<file path="src/rtl/load_store_unit_if.sv">
// Data-bus interface between the load/store unit and memory.
//   mem_valid  request held until mem_ready
//   mem_ready  accept/complete; mem_rdata valid in the same cycle
//   mem_we     1 = store
//   mem_addr   word-aligned address
//   mem_wdata  lane-replicated store data
//   mem_wstrb  byte enables (0 for loads)
//   mem_rdata  read data word
interface load_store_unit_if;
    logic        mem_valid;
    logic        mem_ready;
    logic        mem_we;
    logic [31:0] mem_addr;
    logic [31:0] mem_wdata;
    logic [3:0]  mem_wstrb;
    logic [31:0] mem_rdata;

    modport master (
        output mem_valid, mem_we, mem_addr, mem_wdata, mem_wstrb,
        input  mem_ready, mem_rdata
    );

    modport slave (
        input  mem_valid, mem_we, mem_addr, mem_wdata, mem_wstrb,
        output mem_ready, mem_rdata
    );
endinterface

</file>
<file path="src/rtl/load_store_unit.sv">
// RV32I memory stage. Runs one LOAD or STORE per start on a valid/ready bus
// and returns an aligned, extended load result. All outputs are registered.
//   clk, rst            clock, synchronous active-high reset
//   start               request, sampled only when idle
//   instruction         opcode [6:0] and funct3 [14:12] are used
//   address             effective address from the ALU
//   store_data          rs2 value
//   busy                high while the access is in flight or completing
//   done                one-cycle completion pulse
//   load_data           extended load result, held until the next load completes
//   misaligned/illegal/bus_err  status flags, valid with done
//   mem                 data bus (master side)
module load_store_unit #(
    parameter int unsigned TIMEOUT_CYCLES = 255
) (
    input  logic              clk,
    input  logic              rst,
    input  logic              start,
    input  logic [31:0]       instruction,
    input  logic [31:0]       address,
    input  logic [31:0]       store_data,
    output logic              busy,
    output logic              done,
    output logic [31:0]       load_data,
    output logic              misaligned,
    output logic              illegal,
    output logic              bus_err,
    load_store_unit_if.master mem
);
    localparam logic [6:0] OP_LOAD  = 7'b0000011;
    localparam logic [6:0] OP_STORE = 7'b0100011;

    typedef enum logic [1:0] {S_IDLE, S_REQ, S_DONE} state_t;

    state_t      state_q, state_d;
    logic        is_load_q, is_load_d;
    logic [2:0]  f3_q, f3_d;
    logic [1:0]  off_q, off_d;
    logic [15:0] cnt_q, cnt_d;

    logic        busy_d, done_d, valid_d, mis_d, ill_d, err_d, we_d;
    logic [31:0] ld_d, addr_d, wdata_d;
    logic [3:0]  wstrb_d;

    // Request decode (only meaningful while idle)
    logic [6:0]  opcode;
    logic [2:0]  f3;
    logic [1:0]  off;
    logic        is_load, is_store, is_mem, f3_legal, addr_mis, timeout;
    logic [31:0] st_wdata, ld_ext, rd_shift;
    logic [3:0]  st_wstrb;
    logic        unused_insn_bits;

    assign opcode   = instruction[6:0];
    assign f3       = instruction[14:12];
    assign off      = address[1:0];
    assign is_load  = (opcode == OP_LOAD);
    assign is_store = (opcode == OP_STORE);
    assign is_mem   = is_load | is_store;
    assign timeout  = (cnt_q == 16'(TIMEOUT_CYCLES - 1));
    assign unused_insn_bits = ^{instruction[31:15], instruction[11:7]};

    always_comb begin
        f3_legal = 1'b0;
        case (f3)
            3'b000, 3'b001, 3'b010: f3_legal = 1'b1;
            3'b100, 3'b101:         f3_legal = is_load;
            default:                f3_legal = 1'b0;
        endcase
    end

    // Access size comes from funct3[1:0] for both loads and stores
    always_comb begin
        addr_mis = 1'b0;
        st_wdata = store_data;
        st_wstrb = 4'b1111;
        case (f3[1:0])
            2'b00: begin
                st_wdata = {4{store_data[7:0]}};
                st_wstrb = 4'b0001 << off;
            end
            2'b01: begin
                addr_mis = off[0];
                st_wdata = {2{store_data[15:0]}};
                st_wstrb = 4'b0011 << off;
            end
            default: addr_mis = (off != 2'b00);
        endcase
        if (!is_store) st_wstrb = 4'b0000;
    end

    // Load extract uses the attributes latched at request time
    assign rd_shift = mem.mem_rdata >> {off_q, 3'b000};
    always_comb begin
        case (f3_q)
            3'b000:  ld_ext = {{24{rd_shift[7]}}, rd_shift[7:0]};
            3'b100:  ld_ext = {24'h0, rd_shift[7:0]};
            3'b001:  ld_ext = {{16{rd_shift[15]}}, rd_shift[15:0]};
            3'b101:  ld_ext = {16'h0, rd_shift[15:0]};
            default: ld_ext = mem.mem_rdata;
        endcase
    end

    // State register
    always_ff @(posedge clk) begin
        if (rst) state_q <= S_IDLE;
        else     state_q <= state_d;
    end

    // Next state
    always_comb begin
        state_d = state_q;
        case (state_q)
            S_IDLE: if (start) state_d = (is_mem && f3_legal && !addr_mis) ? S_REQ : S_DONE;
            S_REQ:  if (mem.mem_ready || timeout) state_d = S_DONE;
            default: state_d = S_IDLE;
        endcase
    end

    // Next values of registered outputs; flags default low so they only
    // live for the single DONE cycle.
    always_comb begin
        busy_d    = (state_d != S_IDLE);
        done_d    = (state_d == S_DONE);
        valid_d   = (state_d == S_REQ);
        mis_d     = 1'b0;
        ill_d     = 1'b0;
        err_d     = 1'b0;
        ld_d      = load_data;
        we_d      = mem.mem_we;
        addr_d    = mem.mem_addr;
        wdata_d   = mem.mem_wdata;
        wstrb_d   = mem.mem_wstrb;
        cnt_d     = cnt_q;
        is_load_d = is_load_q;
        f3_d      = f3_q;
        off_d     = off_q;
        case (state_q)
            S_IDLE: if (start) begin
                is_load_d = is_load;
                f3_d      = f3;
                off_d     = off;
                cnt_d     = 16'd0;
                if (is_mem) begin
                    if (!f3_legal)     ill_d = 1'b1;
                    else if (addr_mis) mis_d = 1'b1;
                    else begin
                        addr_d  = {address[31:2], 2'b00};
                        we_d    = is_store;
                        wdata_d = st_wdata;
                        wstrb_d = st_wstrb;
                    end
                end
            end
            // ready wins over a same-cycle timeout
            S_REQ: begin
                if (mem.mem_ready) begin
                    if (is_load_q) ld_d = ld_ext;
                end else if (timeout) begin
                    err_d = 1'b1;
                end else begin
                    cnt_d = cnt_q + 16'd1;
                end
            end
            default: ;
        endcase
    end

    always_ff @(posedge clk) begin
        if (rst) begin
            busy          <= 1'b0;
            done          <= 1'b0;
            load_data     <= 32'h0;
            misaligned    <= 1'b0;
            illegal       <= 1'b0;
            bus_err       <= 1'b0;
            mem.mem_valid <= 1'b0;
            mem.mem_we    <= 1'b0;
            mem.mem_addr  <= 32'h0;
            mem.mem_wdata <= 32'h0;
            mem.mem_wstrb <= 4'h0;
            cnt_q         <= 16'd0;
            is_load_q     <= 1'b0;
            f3_q          <= 3'd0;
            off_q         <= 2'd0;
        end else begin
            busy          <= busy_d;
            done          <= done_d;
            load_data     <= ld_d;
            misaligned    <= mis_d;
            illegal       <= ill_d;
            bus_err       <= err_d;
            mem.mem_valid <= valid_d;
            mem.mem_we    <= we_d;
            mem.mem_addr  <= addr_d;
            mem.mem_wdata <= wdata_d;
            mem.mem_wstrb <= wstrb_d;
            cnt_q         <= cnt_d;
            is_load_q     <= is_load_d;
            f3_q          <= f3_d;
            off_q         <= off_d;
        end
    end
endmodule

</file>
<file path="src/flat_wrapper.sv">
// flat-port wrapper written by rule: the top's interface ports become plain ports
module load_store_unit_flat 
#(
    parameter int unsigned TIMEOUT_CYCLES = 255
)
  (clk, rst, start, instruction, address, store_data, busy, done, load_data, misaligned, illegal, bus_err, mem_mem_valid, mem_mem_we, mem_mem_addr, mem_mem_wdata, mem_mem_wstrb, mem_mem_ready, mem_mem_rdata);
  load_store_unit_if mem_i ();
  input  logic clk;
  input  logic rst;
  input  logic start;
  input  logic [31:0] instruction;
  input  logic [31:0] address;
  input  logic [31:0] store_data;
  output logic busy;
  output logic done;
  output logic [31:0] load_data;
  output logic misaligned;
  output logic illegal;
  output logic bus_err;
  output wire logic [$bits(mem_i.mem_valid)-1:0] mem_mem_valid;
  output wire logic [$bits(mem_i.mem_we)-1:0] mem_mem_we;
  output wire logic [$bits(mem_i.mem_addr)-1:0] mem_mem_addr;
  output wire logic [$bits(mem_i.mem_wdata)-1:0] mem_mem_wdata;
  output wire logic [$bits(mem_i.mem_wstrb)-1:0] mem_mem_wstrb;
  input wire logic [$bits(mem_i.mem_ready)-1:0] mem_mem_ready;
  input wire logic [$bits(mem_i.mem_rdata)-1:0] mem_mem_rdata;
  assign mem_mem_valid = mem_i.mem_valid;
  assign mem_mem_we = mem_i.mem_we;
  assign mem_mem_addr = mem_i.mem_addr;
  assign mem_mem_wdata = mem_i.mem_wdata;
  assign mem_mem_wstrb = mem_i.mem_wstrb;
  assign mem_i.mem_ready = mem_mem_ready;
  assign mem_i.mem_rdata = mem_mem_rdata;
  load_store_unit #(.TIMEOUT_CYCLES(TIMEOUT_CYCLES)) u_core (.clk(clk), .rst(rst), .start(start), .instruction(instruction), .address(address), .store_data(store_data), .busy(busy), .done(done), .load_data(load_data), .misaligned(misaligned), .illegal(illegal), .bus_err(bus_err), .mem(mem_i));
endmodule
</file>
<file path="config.mk">
export PLATFORM = sky130hd
export DESIGN_NAME = load_store_unit_flat
export DESIGN_NICKNAME = d
export VERILOG_FILES = /design/src/rtl/load_store_unit_if.sv /design/src/rtl/load_store_unit.sv /design/src/flat_wrapper.sv
export SDC_FILE = /design/constraint.sdc
export NUM_CORES = 1
export LEC_CHECK = 0
export CAP_MARGIN = 10
export CORE_ASPECT_RATIO = 1.5
export CORE_UTILIZATION = 43
export CTS_CLUSTER_SIZE = 14
export DETAILED_ROUTE_END_ITERATION = 12
export GPL_TIMING_DRIVEN = 0
export PLACE_DENSITY = 0.8
export SLEW_MARGIN = 20
export SYNTH_ARGS = -nofsm -noshare
export SYNTH_HDL_FRONTEND = slang
export SYNTH_SLANG_ARGS = --single-unit
</file>
<file path="constraint.sdc">
create_clock -name clk -period 4.7 [get_ports clk]
set_clock_uncertainty 0.05 [all_clocks]
set_input_delay 1.175 -clock clk [delete_from_list [all_inputs] [get_ports clk]]
set_output_delay 1.175 -clock clk [all_outputs]
set_load 0.02 [all_outputs]
</file>
==> results.md <==
- Pwr dens: 314 nW/µm²
- DRC Markers: 8
- Clk_lat worst skew: 420 ps
- Root Buffer: clkbuf_16
- Vias: 6,200
- Post-synthesis simple-gate area fraction: 18.9%
- Critical path capture point type: flip-flop
- Hold path cells: 2
- Multiplexer share of the synthesized area: 7.95%
- CP cell instances: clkdlybuf4s50_1 -> nor4_1 -> o2111ai_1 -> buf_2 -> a211oi_1
- Failing checks: DRC
- Max-cap violations: 0
- Final slew viol count: 0
- Total GRT Usage: 27.2%
- Syn avg cell area: 8.35 µm²
- TritonCTS buffer count: 17
- Core area: 13,500 µm²
- CP Data Arrival Time: 3530 ps
- Area Overhead vs Synth: 49.5%
- Tcrit/Tclk final: 69.3%
- Final Net Count: 1,073
- Die area: 14,300 µm²
- Outcome: complete, but fails checks
- Critical path fanouts, max: 10
- Pre-antenna DRT Iters: 9
- Postcts setup bufs: 0
- FP Rows: 52
- Unrepaired setup endpoints after global routing: no
- Resized Gates After CTS: 0
- Remaining global-route overflow: 0
- Total Routed Length: 19,400 µm
- Worst-path clk slew: 60 ps
- IO Pins: 239
- Initial Util: 44.0%
- HP Start: u_core.mem.mem_addr[20]
- Fillers: 1,115
- Slew at the pin with the worst max-slew slack: 833 ps
- Max Root-Sink Buffers: 2
- Top FF cell, synth: dfxtp_1
- WP data required: 4980 ps
- Die span in y: 146 µm
- Crit. Startpoint: instruction[3]
- Drt wl/cell: 17.4 µm
- Port Buf Inserts: 210
- First-pass GRT wire length: 30,300 µm
- First DRT Iteration DRCs: 237
- Hold Crit Class: reg2reg
- Leak: 3.00 nW
- Switching Power: 0.688 mW
- Worst stage delay on the critical path: 730 ps
- Slowest CP cell: nor4_1
- CTS tree: built
- Largest family of logic cells by synthesized area: compound AO/OA/AOI/OAI gates
- Ys async rst share: 0%
- Post-synthesis adder-cell area fraction: 0.423%
- Min Clock Period, post-route: 3260 ps
- Distinct cells, synth: 56
- Logic pwr share: 10.0%
- P_int: 2.09 mW
- VDD IR max: 0.303 mV
- Compound-Gate Fraction of Synth Area: 23.6%
- Rel. slew slack: 43.9%
- Sw Ratio: 24.8%
- RR Endpoint: u_core.load_data[30]
- Max Fclk: 0.307 GHz
- Sum Neg Setup Slack: 0 ps
- Post-synthesis cell count: 709
- Startpoint of the worst-slack reg-to-reg timing path: u_core.off_q[0]
- Number of flops mapped to enable cells by yosys: 0
- YS warnings: 0
- Placer Congestion: 0.869
- Final setup vio count: 0
- Seq/Total Area, Yosys: 43.6%
- Vias in the first global route: 6,046
- Antenna violations before repair: 0
- Ant. Diodes: 0
- R2r worst-path depth: 6
- Clk sinks: 129
- Critical Path Start Type: primary input
- DP Worst Slack: 969 ps
- Share of layout cells above drive strength 1: 7.46%
- Seq pwr share: 39.7%
- Die X: 97.8 µm
- Hold Buf Count CTS: 0
- Largest net degree at the start of global routing: 17
- Worst hold path endpoint: u_core.mem.mem_addr[20]
- XOR/XNOR Fraction of Synth Area: 0%
- #FFs+latches synth: 129
- Vias/cell: 5.57
- Final hold violations: 0
- Minimum setup slack among reg-to-reg paths: 2490 ps
- H-tree depth: 4
- Crit Path Category: in2reg
- Synthesized area: 5920 µm²
- DP HPWL: 14,700 µm
- Clock power frac: 50.3%
- Final setup margin: 1440 ps
- Post-route ant nets: 0
flip-flops by register name, indices dropped and copies added (netlist names):
| signal | count |
|---|---|
| u_core.mem.mem_addr | 30 |
| u_core.misaligned | 1 |
| u_core.off_q | 2 |
| u_core.mem.mem_wstrb | 4 |
| u_core.state_q | 2 |
| u_core.mem.mem_we | 1 |
| u_core.f3_q | 3 |
| u_core.bus_err | 1 |
| u_core.busy | 1 |
| u_core.done | 1 |
| u_core.load_data | 32 |
| u_core.cnt_q | 16 |
| u_core.mem.mem_valid | 1 |
| u_core.illegal | 1 |
| u_core.is_load_q | 1 |
| u_core.mem.mem_wdata | 32 |
how the worst max path moves through the flow:
stage / endpoint / slack, ps / cells past startpoint
finish: u_core.state_q[0] / 1440 / 5
global route: u_core.mem.mem_addr[27] / 1210 / 6
CTS: u_core.mem.mem_addr[25] / 1440 / 6
detailed placement: u_core.mem.mem_addr[10] / 970 / 6
global placement: u_core.mem.mem_addr[5] / 970 / 6
floorplan: u_core.mem.mem_wdata[18] / 2130 / 7
cell usage in the layout (no fill, tap or decap), types with 9 or more instances in the layout:
cell type,n
nor2_1,56
nand2_1,137
clkbuf_16,17
o21ai_0,25
or3_1,11
a211oi_1,40
clkdlybuf4s50_1,210
mux2i_1,47
a21oi_1,88
buf_2,14
a311oi_1,9
dfxtp_1,129
clkbuf_1,38
final cells by class:
| class | count | area [µm²] | share of cell area, % |
|---|---|---|---|
| multi-input combinational | 514 | 3020 | 34.1 |
| sequential | 129 | 2580 | 29.2 |
| timing repair buffer | 210 | 2100 | 23.8 |
| clock buffer | 17 | 425 | 4.81 |
| buffer | 64 | 312 | 3.52 |
| tap | 162 | 203 | 2.29 |
| clock inverter | 15 | 194 | 2.19 |
| inverter | 3 | 11.3 | 0.127 |
cell usage after synthesis, types with 7 or more instances:
| master | count | area (µm²) |
|---|---|---|
| a311oi_1 | 9 | 78.8 |
| buf_2 | 14 | 70.1 |
| or3_1 | 11 | 68.8 |
| a211oi_1 | 40 | 300 |
| clkbuf_1 | 38 | 143 |
| o2111ai_1 | 7 | 61.3 |
| o221ai_1 | 7 | 61.3 |
| dfxtp_1 | 129 | 2580 |
| a21oi_1 | 88 | 440 |
| nand2_1 | 137 | 514 |
| a2bb2oi_1 | 7 | 61.3 |
| o2bb2ai_1 | 7 | 61.3 |
| nor2_1 | 56 | 210 |
| o21ai_0 | 25 | 125 |
| mux2i_1 | 47 | 470 |
| a22oi_1 | 7 | 52.6 |
metal layers:
layer	part of all wire [%]	vias to the layer above	track usage (%)	wire length (µm)
li1	-	3000	-	-
met1	36	2868	27.3	6950
met2	51	263	48.8	10000
met3	7.7	69	8.36	1500
met4	5.0	0	16.4	980
met5	0	-	0	0
power groups by stage:
stage          clock network (mW)  registers [mW]  logic, mW
2_1_floorplan                   0            1.13      0.124
3_3_place_gp                    0            1.13      0.271
3_5_place_dp                    0            1.13      0.273
4_1_cts                      1.41            1.10      0.275
5_1_grt                      1.45            1.10      0.294
6_report                     1.39            1.10      0.278
worst max-delay path, delay by kind of cell:
kind,cells,cell delay [ps]
AO/OA/AOI/OAI,2,850
buffers and inverters,2,770
AND/OR/NAND/NOR,1,730
kinds of logic (layout without fill, tap and decap cells):
| logic type | count (synthesis) | after routing |
|---|---|---|
| AOI/OAI and AO/OA | 214 | 214 |
| buffers and inverters | 67 | 309 |
| adders and majority gates | 2 | 2 |
| and+or+nand+nor | 249 | 249 |
| muxes | 47 | 47 |
| DFF | 129 | 129 |
| other | 1 | 2 |
through the flow:
| step | instance area (µm²) | utilization, % | hold slack [ps] | total power, mW | std cells |
|---|---|---|---|---|---|
| global placement | 8230 | 61.1 | 390 | 1.40 | 1082 |
| CTS | 8850 | 65.7 | 404 | 2.79 | 1114 |
| global route | 8850 | 65.7 | 422 | 2.85 | 1114 |
| floorplan | 5920 | - | 388 | 1.25 | 710 |
| finish | 8850 | 65.7 | 402 | 2.77 | 1114 |
| detailed placement | 8230 | 61.1 | 396 | 1.40 | 1082 |
Note: power is estimated with default switching activity, not from simulation.
